--- config.mk ---
export PLATFORM = sky130hd
export DESIGN_NAME = servo_ramp_sequencer
export DESIGN_NICKNAME = d
export VERILOG_FILES = /design/src/rtl/servo_seq_pkg.sv /design/src/rtl/servo_frame_timer.sv /design/src/rtl/servo_ramp_sequencer.sv
export SDC_FILE = /design/constraint.sdc
export NUM_CORES = 1
export LEC_CHECK = 0
export CAP_MARGIN = 20
export CORE_MARGIN = 2
export CORE_UTILIZATION = 50
export DETAILED_ROUTE_END_ITERATION = 12
export PLACE_DENSITY = 0.69
export SYNTH_ARGS = -nofsm -noshare
export SYNTH_HDL_FRONTEND = slang
export SYNTH_SLANG_ARGS = --single-unit
--- constraint.sdc ---
create_clock -name clk -period 8 [get_ports clk]
set_input_delay 2.4 -clock clk [delete_from_list [all_inputs] [get_ports clk]]
set_output_delay 2.4 -clock clk [all_outputs]
set_load 0.05 [all_outputs]
--- src/rtl/servo_seq_pkg.sv ---
// Shared state type, default travel limits and slew helpers for the servo ramp sequencer.
package servo_seq_pkg;

    localparam int unsigned PosWMax        = 16;
    localparam int unsigned PosMinDefault  = 25;
    localparam int unsigned PosMaxDefault  = 125;
    localparam int unsigned PosInitDefault = 75;

    typedef logic [PosWMax-1:0] pos_t;

    typedef enum logic [0:0] {
        StIdle,
        StSweep
    } seq_state_e;

    function automatic pos_t clamp_pos(pos_t val, pos_t lo, pos_t hi);
        pos_t res;
        if (val < lo) begin
            res = lo;
        end else if (val > hi) begin
            res = hi;
        end else begin
            res = val;
        end
        return res;
    endfunction

    // Differences carry one extra bit so neither direction can underflow.
    function automatic pos_t step_toward(pos_t cur, pos_t tgt, pos_t step);
        logic [PosWMax:0] diff;
        pos_t             res;
        res  = cur;
        diff = '0;
        if (tgt > cur) begin
            diff = {1'b0, tgt} - {1'b0, cur};
            res  = (diff > {1'b0, step}) ? cur + step : tgt;
        end else if (tgt < cur) begin
            diff = {1'b0, cur} - {1'b0, tgt};
            res  = (diff > {1'b0, step}) ? cur - step : tgt;
        end
        return res;
    endfunction

endpackage

--- src/rtl/servo_frame_timer.sv ---
// Free-running PWM frame counter; frame_tick marks the last cycle of each frame.
module servo_frame_timer #(
    parameter int unsigned PERIOD_CYCLES = 1_000_000
) (
    input  logic clk,
    input  logic rst,
    output logic frame_tick
);

    localparam int unsigned CntW = (PERIOD_CYCLES > 1) ? $clog2(PERIOD_CYCLES) : 1;
    localparam logic [CntW-1:0] CntLast = CntW'(PERIOD_CYCLES - 1);

    logic [CntW-1:0] cnt_q, cnt_d;

    always_comb begin
        frame_tick = (cnt_q == CntLast);
        cnt_d      = frame_tick ? '0 : cnt_q + CntW'(1);
    end

    always_ff @(posedge clk) begin
        if (rst) begin
            cnt_q <= '0;
        end else begin
            cnt_q <= cnt_d;
        end
    end

endmodule

--- src/rtl/servo_ramp_sequencer.sv ---
// Per-frame slew limiter for servo duty codes with a valid/ready command port.
// Define SERVO_WDOG_EN to add a no-command watchdog that sends all joints home.
module servo_ramp_sequencer
    import servo_seq_pkg::*;
#(
    parameter int unsigned NUM_CH        = 4,
    parameter int unsigned POS_W         = 8,
    parameter int unsigned PERIOD_CYCLES = 1_000_000,
    parameter int unsigned STEP          = 1,
    parameter int unsigned POS_MIN       = PosMinDefault,
    parameter int unsigned POS_MAX       = PosMaxDefault,
    parameter int unsigned POS_INIT      = PosInitDefault
`ifdef SERVO_WDOG_EN
    ,
    parameter int unsigned WDOG_FRAMES   = 200
`endif
) (
    input  logic                      clk,
    input  logic                      rst,
    input  logic                      cmd_valid,
    output logic                      cmd_ready,
    input  logic [$clog2(NUM_CH)-1:0] cmd_chan,
    input  logic [POS_W-1:0]          cmd_pos,
    input  logic                      cmd_en,
    output logic [NUM_CH*POS_W-1:0]   pos_out,
    output logic [NUM_CH-1:0]         ch_en,
    output logic                      busy,
    output logic                      frame_tick,
    output logic                      cmd_err
`ifdef SERVO_WDOG_EN
    ,
    output logic                      wdog_trip
`endif
);

    localparam int unsigned ChanW = $clog2(NUM_CH);
    localparam logic [POS_W-1:0] PosMin  = POS_W'(POS_MIN);
    localparam logic [POS_W-1:0] PosMax  = POS_W'(POS_MAX);
    localparam logic [POS_W-1:0] PosInit = POS_W'(POS_INIT);
    localparam logic [ChanW-1:0] LastIdx = ChanW'(NUM_CH - 1);

    seq_state_e        state_q, state_d;
    logic [ChanW-1:0]  idx_q, idx_d;
    logic              live_q;
    logic [POS_W-1:0]  cur_q [NUM_CH];
    logic [POS_W-1:0]  cur_d [NUM_CH];
    logic [POS_W-1:0]  tgt_q [NUM_CH];
    logic [POS_W-1:0]  tgt_d [NUM_CH];
    logic [NUM_CH-1:0] en_q, en_d;
    logic              err_q, err_d;
    logic              hs, chan_ok, pos_clamped;
    logic [POS_W-1:0]  cmd_pos_c;

    servo_frame_timer #(
        .PERIOD_CYCLES (PERIOD_CYCLES)
    ) u_frame_timer (
        .clk        (clk),
        .rst        (rst),
        .frame_tick (frame_tick)
    );

    // live_q holds cmd_ready low until the first clock after reset is released.
    assign cmd_ready   = live_q && (state_q == StIdle);
    assign hs          = cmd_valid && cmd_ready;
    assign chan_ok     = 32'(cmd_chan) < NUM_CH;
    assign pos_clamped = (cmd_pos < PosMin) || (cmd_pos > PosMax);
    assign cmd_pos_c   = POS_W'(clamp_pos(pos_t'(cmd_pos), pos_t'(PosMin), pos_t'(PosMax)));

`ifdef SERVO_WDOG_EN
    localparam int unsigned WdW = $clog2(WDOG_FRAMES + 1);

    logic [WdW-1:0] wd_cnt_q, wd_cnt_d;
    logic           wd_fire, trip_q;

    always_comb begin
        wd_cnt_d = wd_cnt_q;
        wd_fire  = 1'b0;
        if (hs) begin
            wd_cnt_d = '0;
        end else if (frame_tick) begin
            if (wd_cnt_q == WdW'(WDOG_FRAMES - 1)) begin
                wd_fire  = 1'b1;
                wd_cnt_d = '0;
            end else begin
                wd_cnt_d = wd_cnt_q + WdW'(1);
            end
        end
    end

    always_ff @(posedge clk) begin
        if (rst) begin
            wd_cnt_q <= '0;
            trip_q   <= 1'b0;
        end else begin
            wd_cnt_q <= wd_cnt_d;
            trip_q   <= wd_fire;
        end
    end

    assign wdog_trip = trip_q;
`endif

    always_comb begin
        state_d = state_q;
        idx_d   = idx_q;
        cur_d   = cur_q;
        tgt_d   = tgt_q;
        en_d    = en_q;
        err_d   = err_q;

        unique case (state_q)
            StIdle: begin
                if (frame_tick) begin
                    state_d = StSweep;
                    idx_d   = '0;
                end
            end
            StSweep: begin
                idx_d = idx_q + ChanW'(1);
                if (idx_q == LastIdx) begin
                    state_d = StIdle;
                    idx_d   = '0;
                end
            end
            default: state_d = StIdle;
        endcase

        for (int i = 0; i < NUM_CH; i++) begin
            if (state_q == StSweep && idx_q == ChanW'(i) && en_q[i]) begin
                cur_d[i] = POS_W'(step_toward(pos_t'(cur_q[i]), pos_t'(tgt_q[i]),
                                              pos_t'(STEP)));
            end
`ifdef SERVO_WDOG_EN
            if (wd_fire) begin
                tgt_d[i] = PosInit;
            end
`endif
            if (hs && chan_ok && cmd_chan == ChanW'(i)) begin
                tgt_d[i] = cmd_pos_c;
                en_d[i]  = cmd_en;
                if (!cmd_en) begin
                    cur_d[i] = PosInit;
                end
            end
        end

        if (hs && (!chan_ok || pos_clamped)) begin
            err_d = 1'b1;
        end
    end

    always_ff @(posedge clk) begin
        if (rst) begin
            state_q <= StIdle;
            idx_q   <= '0;
            live_q  <= 1'b0;
            en_q    <= '0;
            err_q   <= 1'b0;
            for (int i = 0; i < NUM_CH; i++) begin
                cur_q[i] <= PosInit;
                tgt_q[i] <= PosInit;
            end
        end else begin
            state_q <= state_d;
            idx_q   <= idx_d;
            live_q  <= 1'b1;
            en_q    <= en_d;
            err_q   <= err_d;
            cur_q   <= cur_d;
            tgt_q   <= tgt_d;
        end
    end

    always_comb begin
        busy = 1'b0;
        for (int i = 0; i < NUM_CH; i++) begin
            busy = busy | (en_q[i] && (cur_q[i] != tgt_q[i]));
        end
    end

    for (genvar g = 0; g < NUM_CH; g++) begin : g_pos_out
        assign pos_out[g*POS_W +: POS_W] = cur_q[g];
    end

    assign ch_en   = en_q;
    assign cmd_err = err_q;

endmodule

==> results of run 1 <==
-- cell families after synthesis --
kind of cell	Yosys count	share of synthesized area
and+or+nand+nor	432	0.239
AOI/OAI and AO/OA	324	0.256
buffers and inverters	146	0.0700
DFF	93	0.209
adders and majority gates	85	0.126
xor gates and xnor gates	65	0.0640
muxes	31	0.0354
-- power by group --
part | internal (W) | switching, W | leakage (nW)
registers | 0.000470 | 0.00000962 | 0.754
logic | 0.000146 | 0.000240 | 3.17
clock network | 0.000211 | 0.000196 | 0.132
-- routing by layer --
layer | routed length (um) | share of wire | vias to the layer above
met4 | 566 | 0.023 | 0
met3 | 1520 | 0.062 | 45
met2 | 11100 | 0.45 | 280
met1 | 11500 | 0.47 | 4003
li1 | - | - | 4272
met5 | 0 | 0 | -
-- through the flow --
step	setup WS, ns	utilization	hold WS, ns	instances	total power [W]
after floorplan	2.93	-	0.426	1176	0.000790
after global placement	2.41	0.543	0.442	1396	0.000865
after detailed placement	2.41	0.543	0.448	1397	0.000869
after CTS	2.02	0.559	0.463	1413	0.00127
after global routing	1.75	0.559	0.506	1413	0.00133
final	1.94	0.559	0.461	1413	0.00127
-- sequential cells by signal, summed over array words and instances, names as in the netlist --
name                 count
live_q                   1
idx_q                    2
tgt_q                   32
u_frame_timer.cnt_q     20
ch_en                    4
pos_out                 32
cmd_err                  1
state_q                  1
-- worst max-delay path: stages, from the launching register on --
cell and delay, ns:
dfxtp_1 0.52, inv_1 0.09, ha_1 0.56, nand4_1 0.26, or2_2 0.44, a222oi_1 0.52
nand2_1 0.16, clkdlybuf4s50_1 0.73
-- area by class of cell --
type | count | area, um^2 | area share
Clock buffer | 10 | 229 | 0.0236
Clock inverter | 6 | 40.0 | 0.00413
Inverter | 87 | 327 | 0.0337
Multi-Input combinational cell | 937 | 6420 | 0.661
Sequential cell | 93 | 1860 | 0.192
Tap cell | 225 | 282 | 0.0290
Timing Repair Buffer | 55 | 546 | 0.0562
-- Yosys cell counts, drive strengths merged, types with 5 or more instances --
cell type / instances / area [um^2]
ha: 77 / 963
o21a: 14 / 105
dfxtp: 93 / 1860
o22ai: 18 / 119
nand3: 37 / 185
buf: 26 / 169
nor4b: 5 / 73.8
a221o: 5 / 50.1
a21oi: 76 / 392
or2: 12 / 75.1
a221oi: 8 / 82.6
mux2i: 27 / 270
and3: 16 / 100
a211oi: 38 / 290
nor3b: 5 / 37.5
o211ai: 26 / 195
o221ai: 9 / 78.8
or3: 8 / 50.1
a31oi: 7 / 43.8
a211o: 7 / 61.3
nor2: 152 / 578
nor4: 11 / 83.8
nor3: 37 / 185
or4: 5 / 37.5
xnor2: 47 / 412
nand4: 20 / 125
clkbuf: 33 / 128
nor2b: 17 / 114
a21o: 6 / 45.0
o31ai: 13 / 103
nand2b: 12 / 75.1
and2: 6 / 37.5
o311ai: 5 / 43.8
inv: 87 / 327
fa: 8 / 160
o21ai: 50 / 250
o211a: 5 / 50.1
nand2: 81 / 307
xor2: 18 / 158
-- worst max path at each step --
stage | startpoint | to | slack [ns] | depth (start not counted)
after detailed placement | pos_out[29]$_SDFF_PP0_ | busy | 2.41 | 7
final | pos_out[29]$_SDFF_PP0_ | busy | 1.94 | 7
after CTS | pos_out[29]$_SDFF_PP0_ | busy | 2.02 | 7
after global routing | pos_out[29]$_SDFF_PP0_ | busy | 1.75 | 7
after floorplan | pos_out[29]$_SDFF_PP0_ | busy | 2.93 | 9
after global placement | pos_out[21]$_SDFF_PP0_ | busy | 2.41 | 7
==> key figures, run 1 <==
Outcome
  • Outcome: finished, final reports clean

Route
  • Drc violations: 0
  • Vias: 8600
  • DRT Wirelength: 24700 um
  • Drt wl/cell: 17.5 um
  • DR vias/cell: 6.09
  • Final ANT Viol Nets: 0
  • Starting DRT DRC Count: 706
  • Pre-antenna DRT Iters: 8

Global route
  • M2 GR Usage: 0.433
  • First-pass GRT wire length: 40100 um
  • Vias in the first global route: 7998
  • Antenna violations before repair: 0
  • Total gr overflow: 0
  • Largest net degree at the start of global routing: 27
  • Total Routing Usage GR: 0.266
  • M3 GR Usage: 0.0434
  • Gr busiest metal: met2
  • GRT met1 Usage: 0.355

CTS
  • Clk slew on worst S/H paths: 0.07 ns
  • CTS Buf Count: 9
  • Resize count post-CTS: 0
  • Hold_buf cts: 0
  • CTS Sinks: 93
  • Root Driver: clkbuf_16
  • CTS tree: yes
  • Post-CTS Setup Inserts: 0
  • Bufs on Longest Clock Path: 2
  • Clock Latency Late Sink: 0.35 ns
  • H-Tree Depth: 3

Critical path
  • R2R Path End: pos_out[27]$_SDFF_PP1_
  • Setup CP Type: reg -> out
  • CP endpoint kind: output pin
  • Worst r2r src: pos_out[24]$_SDFF_PP1_
  • R2R Setup Slk: 4.12 ns
  • Crit path launch type: flip-flop
  • R2r worst-path depth: 12
  • Required time of the critical path: 5.60 ns
  • Crit path DAT: 3.66 ns
  • Worst-path maximum fanout: 15

STA
  • Final setup viols: 0
  • RSZ-0062 raised after global routing: false
  • Fin crit share: 0.757
  • Rel. slew slack: 0.295
  • Total negative slack: 0 ns
  • Worst-Margin Slew: 1.05 ns
  • Fmax: 0.165 GHz
  • Final hold violation count: 0
  • Worst Skew: 0.00592 ns
  • Post-layout min period: 6.06 ns
  • Slew Limit Fails: 0

Final layout
  • Area Growth Syn to Fin: 8.98%
  • Diode count: 0
  • Nets@finish: 1282
  • Fin area: 9700 um^2
  • Ratio of cells with drive above 1 in the final layout: 0.0438
  • Filler cell count in the final layout: 1689
  • Commonest non-fill, non-tap cell in the layout: nor2_1
  • Most frequent cells in the layout: nor2_1 (151), dfxtp_1 (93), inv_1 (87)

Logic synthesis
  • Mapped Nets: 1275
  • Synth Register Bits: 93
  • Seq/Total Area, Yosys: 0.209
  • Synthesis Warnings: 0
  • EDFF count, synth: 0
  • Async SR Flop Fraction: 0
  • Mapped Cells: 1176
  • Synth unique cells: 82
  • Avg Cell Area, Syn: 7.57 um^2
  • Syn Std Cell Area: 8900 um^2
  • Top_reg_cell synth: dfxtp_1

Floorplanning
  • Die ar.: 18900 um^2
  • Initial Utilization: 0.513
  • IO Pins: 54
  • Die Wd: 137 um
  • Die Y: 137 um
  • Core area: 17400 um^2
  • Row cnt: 48

Power
  • Peak supply drop: 0.106 mV
  • Leak Pwr: 4.05 nW
  • Power per standard cell area: 131 nW/um^2

Hold path
  • WHS Path Cells: 1
  • Hold endpoint: u_frame_timer.cnt_q[0]$_SDFF_PP0_
  • Hold_sp: u_frame_timer.cnt_q[0]$_SDFF_PP0_
  • Hold Crit Class: reg -> reg

Placed design
  • Area after DPL: 9430 um^2
  • Dpl hpwl: 18800 um
  • Port-buffer cells: 53
  • GPL Wtd Cong: 0.902

Run
  • Max Cap Viol: 0
No activity file was read; power rests on OpenSTA's default activity.
==> run 2: changes to the inputs <==
--- a/config.mk
+++ b/config.mk
@@ -9,7 +9,7 @@
 export CORE_MARGIN = 2
 export CORE_UTILIZATION = 50
 export DETAILED_ROUTE_END_ITERATION = 12
-export PLACE_DENSITY = 0.69
+export PLACE_DENSITY = 0.72
 export SYNTH_ARGS = -nofsm -noshare
 export SYNTH_HDL_FRONTEND = slang
 export SYNTH_SLANG_ARGS = --single-unit
==> constraint.sdc (replaced) <==
create_clock -name clk -period 5.2 [get_ports clk]
set_input_delay 1.56 -clock clk [delete_from_list [all_inputs] [get_ports clk]]
set_output_delay 1.56 -clock clk [all_outputs]
set_load 0.05 [all_outputs]
==> run 2 against run 1 <==
Global-route usage fell by 0.95 points; hold slack better by 0.0068 ns; via count is 1.1% higher; critical endpoint unchanged; largest power group unchanged.
==> key figures, run 2 (synthesized netlist as in run 1, its figures left out) <==
Outcome
  • Outcome: finished, final reports clean

Placed design
  • GPL Wtd Cong: 0.951 (+5.4%)
  • Dpl hpwl: 18500 um (-1.8%)
  • Post-Place Worst Slack: 0.571 ns (-1.84 ns)
  • Area after DPL: 9450 um^2 (+0.24%)
  • Port-buffer cells: 53 (unchanged)

Floorplanning
  • Die Y: 137 um (unchanged)
  • Row cnt: 48 (unchanged)
  • Die ar.: 18900 um^2 (unchanged)
  • IO Pins: 54 (unchanged)
  • Initial Utilization: 0.513 (unchanged)
  • Core area: 17400 um^2 (unchanged)
  • Die Wd: 137 um (unchanged)

CTS
  • CTS Buf Count: 9 (unchanged)
  • Clock Latency Late Sink: 0.36 ns (about the same)
  • Clk slew on worst S/H paths: 0.07 ns (about the same)
  • Resize count post-CTS: 0 (unchanged)
  • CTS Sinks: 93 (unchanged)
  • Hold_buf cts: 0 (unchanged)
  • Bufs on Longest Clock Path: 2 (unchanged)
  • H-Tree Depth: 3 (unchanged)
  • Post-CTS Setup Inserts: 0 (unchanged)
  • CTS tree: yes
  • Root Driver: clkbuf_16

Final layout
  • Area Growth Syn to Fin: 9.73%
  • Filler cell count in the final layout: 1629 (-3.6%)
  • Fin area: 9770 um^2 (+0.68%)
  • Ratio of cells with drive above 1 in the final layout: 0.0470 (+0.00325)
  • Nets@finish: 1285 (+0.23%)
  • Most frequent cells in the layout: nor2_1 (151), dfxtp_1 (93), inv_1 (87)
  • Register area: 1860 um^2 (unchanged)
  • Post-layout util: 0.563 (+0.00382)
  • Area occupied by multi-input gates: 6420 um^2 (unchanged)
  • Diode count: 0 (unchanged)
  • Commonest non-fill, non-tap cell in the layout: nor2_1

STA
  • Total negative slack: 0 ns (unchanged)
  • Fin crit share: 0.890
  • Slew Limit Fails: 0 (unchanged)
  • Final hold violation count: 0 (unchanged)
  • Fmax: 0.216 GHz
  • Hold Worst Slack: 0.468 ns (+0.00685 ns)
  • Rel. slew slack: 0.344 (+0.0486)
  • Final setup viols: 0 (unchanged)
  • RSZ-0062 raised after global routing: false
  • Worst-Margin Slew: 0.977 ns (-0.0724 ns)
  • Post-layout min period: 4.63 ns
  • Final setup margin: 0.569 ns (-1.37 ns)
  • Worst Skew: 0.0146 ns (+0.00871 ns)

Critical path
  • CP endpoint kind: output pin
  • Crit path launch type: flip-flop
  • Worst-path maximum fanout: 13 (-2)
  • Critical-path top delay cell: ha_1
  • Required time of the critical path: 3.64 ns (-1.96 ns)
  • Setup CP Type: reg -> out
  • Crit path DAT: 3.07 ns (-0.59 ns)
  • Max stage delay on crit path: 0.55 ns (-0.18 ns)
  • Crit path cell chain: inv_1 > ha_1 > nand4_1 > or2_2 > a222oi_1 > nand2_1 > dlymetal6s2s_1

Global route
  • Antenna violations before repair: 0 (unchanged)
  • Total Routing Usage GR: 0.256 (-0.00952)
  • First-pass GRT wire length: 38700 um (-3.6%)
  • Largest net degree at the start of global routing: 27 (unchanged)
  • Total gr overflow: 0 (unchanged)
  • Vias in the first global route: 7675 (-4.0%)

Run
  • Max Cap Viol: 0 (unchanged)

Route
  • Starting DRT DRC Count: 842 (+19%)
  • Vias: 8693 (+1.1%)
  • Final ANT Viol Nets: 0 (unchanged)
  • Drc violations: 0 (unchanged)
  • Drt wl/cell: 17.0 um (-2.4%)
  • Pre-antenna DRT Iters: 7 (-1)
  • DRT Wirelength: 24100 um (-2.2%)
  • DR vias/cell: 6.14 (+0.87%)

Hold path
  • Hold Crit Class: reg -> reg

Power
  • Peak supply drop: 0.163 mV (+53%)
  • Leak Pwr: 4.10 nW (+1.1%)
  • Power per standard cell area: 207 nW/um^2 (+58%)
## run 2: worst max-delay path, delay by kind of cell, from the launching register on
family / cells / cell delay (ns)
flip-flops: 1 / 0.47
buffers and inverters: 2 / 0.51
AO/OA/AOI/OAI: 1 / 0.39
AND/OR/NAND/NOR: 3 / 0.80
adder cells (fa/ha/maj): 1 / 0.55
## run 2: per-stage QoR
stage	total power, W	cells
after global routing	0.00211	1416
after detailed placement	0.00133	1400
after CTS	0.00202	1416
final	0.00202	1416
after floorplan	0.00122	1176
after global placement	0.00133	1400
## run 2: path summary, 6_finish.rpt
| check | slack (ns) | to | depth (start not counted) | from |
|---|---|---|---|---|
| max | 0.57 | busy | 7 | pos_out[28]$_SDFF_PP0_ |
| min | 0.47 | u_frame_timer.cnt_q[0]$_SDFF_PP0_ | 1 | u_frame_timer.cnt_q[0]$_SDFF_PP0_ |
| max reg2reg | 1.21 | pos_out[27]$_SDFF_PP1_ | 12 | pos_out[24]$_SDFF_PP1_ |
| min reg2reg | 0.47 | u_frame_timer.cnt_q[0]$_SDFF_PP0_ | 1 | u_frame_timer.cnt_q[0]$_SDFF_PP0_ |
## run 2: report_power, final
group / switching (W) / internal [W]
Combinational: 0.000365 / 0.000226
Clock: 0.000302 / 0.000389
Sequential: 0.0000152 / 0.000724
Total: 0.000682 / 0.00134
## run 2: layer usage
layer / up-vias / routed length, um / track usage
met3: 46 / 1380 / 0.0427
met4: 0 / 567 / 0.0785
li1: 4274 / - / -
met2: 306 / 10900 / 0.414
met1: 4067 / 11300 / 0.350
met5: - / 0 / 0
## run 2: layout make-up
class / instances / area share
tap: 225 / 0.0288
clock buffer: 10 / 0.0245
multi-input combinational: 937 / 0.657
timing repair buffer: 58 / 0.0584
inverter: 87 / 0.0334
clock inverter: 6 / 0.00730
sequential: 93 / 0.191
==> run 3: changes to the inputs <==
--- a/config.mk
+++ b/config.mk
@@ -7,9 +7,11 @@
 export LEC_CHECK = 0
 export CAP_MARGIN = 20
 export CORE_MARGIN = 2
-export CORE_UTILIZATION = 50
+export CORE_UTILIZATION = 56
+export CTS_CLUSTER_SIZE = 14
 export DETAILED_ROUTE_END_ITERATION = 12
-export PLACE_DENSITY = 0.72
+export PLACE_DENSITY = 0.79
+export SLEW_MARGIN = 20
 export SYNTH_ARGS = -nofsm -noshare
 export SYNTH_HDL_FRONTEND = slang
 export SYNTH_SLANG_ARGS = --single-unit
==> run 3 against run 2 <==
Clock power down 3.5%; critical path depth unchanged; fmax down 7.8%; critical path type unchanged; final area down 0.35%; final cell count down 0.64%.
==> key figures, run 3 (synthesized netlist as in run 1, its figures left out) <==
Final layout
  • Diode count: 0 (unchanged)
  • Nets@finish: 1285 (unchanged)
  • Ratio of cells with drive above 1 in the final layout: 0.0470 (unchanged)
  • Most frequent cells in the layout: nor2_1 (151), dfxtp_1 (93), inv_1 (87)
  • Commonest non-fill, non-tap cell in the layout: nor2_1
  • Cell Count, Final, Fillers Out: 1407 (-0.64%)
  • Area Growth Syn to Fin: 9.35%

Critical path
  • Setup CP Type: reg -> out
  • Crit path launch type: flip-flop
  • Worst r2r src: pos_out[24]$_SDFF_PP1_
  • Required time of the critical path: 3.64 ns (about the same)
  • Crit path DAT: 3.46 ns (+0.39 ns)
  • Worst-path maximum fanout: 11 (-2)
  • Crit path from: pos_out[21]$_SDFF_PP0_
  • CP endpoint kind: output pin

Floorplanning
  • Initial Utilization: 0.566 (+0.0537)
  • IO Pins: 54 (unchanged)
  • Die Wd: 130 um (-5.3%)
  • Die Y: 130 um (-5.3%)
  • Core area: 15700 um^2 (-9.5%)
  • Die ar.: 16900 um^2 (-10%)
  • Row cnt: 46 (-4.2%)

Power
  • Switching share of power: 0.356 (+0.0188)
  • Power per standard cell area: 205 nW/um^2 (-0.72%)
  • Leak Pwr: 4.07 nW (-0.52%)
  • Net Switching: 0.000712 W (+4.4%)
  • Peak supply drop: 0.240 mV (+48%)
  • Total power: 0.00200 W (-1.1%)
  • Sequential fraction of design power: 0.369 (+0.003)
  • Internal: 0.00129 W (-3.9%)
  • Clk network pwr share: 0.334 (-0.008)
  • Gate power share: 0.297 (+0.005)

CTS
  • CTS Sinks: 93 (unchanged)
  • H-Tree Depth: 3 (unchanged)
  • Resize count post-CTS: 0 (unchanged)
  • Clk slew on worst S/H paths: 0.07 ns (about the same)
  • Clock Latency Late Sink: 0.36 ns (about the same)
  • Bufs on Longest Clock Path: 2 (unchanged)
  • Hold_buf cts: 0 (unchanged)
  • Post-CTS Setup Inserts: 0 (unchanged)
  • CTS tree: yes
  • CTS Buf Count: 9 (unchanged)
  • Root Driver: clkbuf_16

Route
  • DR vias/cell: 6.25 (+1.9%)
  • Final ANT Viol Nets: 0 (unchanged)
  • Drt wl/cell: 17.1 um (+0.66%)
  • Vias: 8798 (+1.2%)
  • Starting DRT DRC Count: 674 (-20%)
  • DRT Wirelength: 24100 um (about the same)
  • Pre-antenna DRT Iters: 5 (-2)
  • Drc violations: 0 (unchanged)

STA
  • Final setup margin: 0.176 ns (-0.393 ns)
  • Fmax: 0.199 GHz (-7.8%)
  • Worst Skew: 0.00863 ns (-0.00600 ns)
  • Total negative slack: 0 ns (unchanged)
  • Worst-Margin Slew: 0.935 ns (-0.0421 ns)
  • Slew Limit Fails: 0 (unchanged)
  • RSZ-0062 raised after global routing: false
  • Final hold violation count: 0 (unchanged)
  • Rel. slew slack: 0.377 (+0.0331)
  • Post-layout min period: 5.02 ns (+0.393 ns)
  • Final setup viols: 0 (unchanged)
  • Fin crit share: 0.966 (+0.0756)

Global route
  • M2 GR Usage: 0.466 (+0.0519)
  • Total gr overflow: 0 (unchanged)
  • Antenna violations before repair: 0 (unchanged)
  • Largest net degree at the start of global routing: 26 (-3.7%)
  • M3 GR Usage: 0.0476 (+0.00488)
  • Total Routing Usage GR: 0.289 (+0.0323)
  • Gr busiest metal: met2
  • GRT met1 Usage: 0.386 (+0.0361)
  • First-pass GRT wire length: 39500 um (+2.1%)
  • Vias in the first global route: 8096 (+5.5%)

Placed design
  • Port-buffer cells: 53 (unchanged)
  • GPL Wtd Cong: 0.932 (-2.0%)
  • # placed instances: 1390 (-0.71%)
  • Dpl hpwl: 18300 um (-1.1%)
  • Post-Place Worst Slack: 0.614 ns (+0.0430 ns)

Hold path
  • Hold_sp: u_frame_timer.cnt_q[0]$_SDFF_PP0_
  • Hold Crit Class: reg -> reg

Outcome
  • Outcome: finished, final reports clean

Run
  • Max Cap Viol: 0 (unchanged)
==> run 3: cell types whose count changed in the layout (fill, tap and decap cells not counted), sizes merged <==
cell,before,now
buf,5,4
inv,88,91
clkdlybuf4s50,52,53
bufinv,1,0
dlymetal6s2s,1,0
clkinvlp,2,1
==> run 3: worst paths after layout <==
kind                                       endpoint  slack (ns)  depth (start not counted)
hold / removal    u_frame_timer.cnt_q[0]$_SDFF_PP0_        0.46                          1
setup reg to reg             pos_out[27]$_SDFF_PP1_        1.27                         12
setup / recovery                               busy        0.18                          7
hold reg to reg   u_frame_timer.cnt_q[0]$_SDFF_PP0_        0.46                          1
==> run 3: routing by layer <==
metal / part of all wire / wire, um
met3: 0.068 / 1630
met5: 0 / 0
met2: 0.45 / 10800
met4: 0.028 / 677
met1: 0.46 / 11000
==> run 3: layout make-up <==
cell class,instances,area (um^2)
clock buffers,9,225
clock inverters,7,65.1
fillers,1463,5980
inverters,87,327
multi-input cells,937,6420
flip-flops and latches,93,1860
well taps,216,270
repair buffers,58,568
==> run 3: power groups by stage <==
stage / clock [W] / sequential (W) / combinational [W]
floorplan: 0 / 0.000755 / 0.000462
CTS: 0.000676 / 0.000738 / 0.000580
finish: 0.000668 / 0.000738 / 0.000593
global route: 0.000705 / 0.000740 / 0.000643
detailed placement: 0 / 0.000754 / 0.000576
global placement: 0 / 0.000754 / 0.000568
==> run 3: worst max-delay path, stage by stage (launching register included) <==
cell and delay, ns:
dfxtp_1 0.43, inv_1 0.14, ha_1 0.49, nand4_1 0.23, or3_1 0.54, a222oi_1 0.43, nand2_1 0.10, clkdlybuf4s50_1 0.75
==> run 3: per-stage QoR <==
| step | utilization | hold WS (ns) | cell area [um^2] |
|---|---|---|---|
| 6_report | 0.619 | 0.465 | 9730 |
| 5_1_grt | 0.619 | 0.489 | 9730 |
| 4_1_cts | 0.619 | 0.465 | 9730 |
| 3_5_place_dp | 0.600 | 0.447 | 9440 |
| 3_3_place_gp | 0.600 | 0.442 | 9440 |
| 2_1_floorplan | - | 0.426 | 8900 |
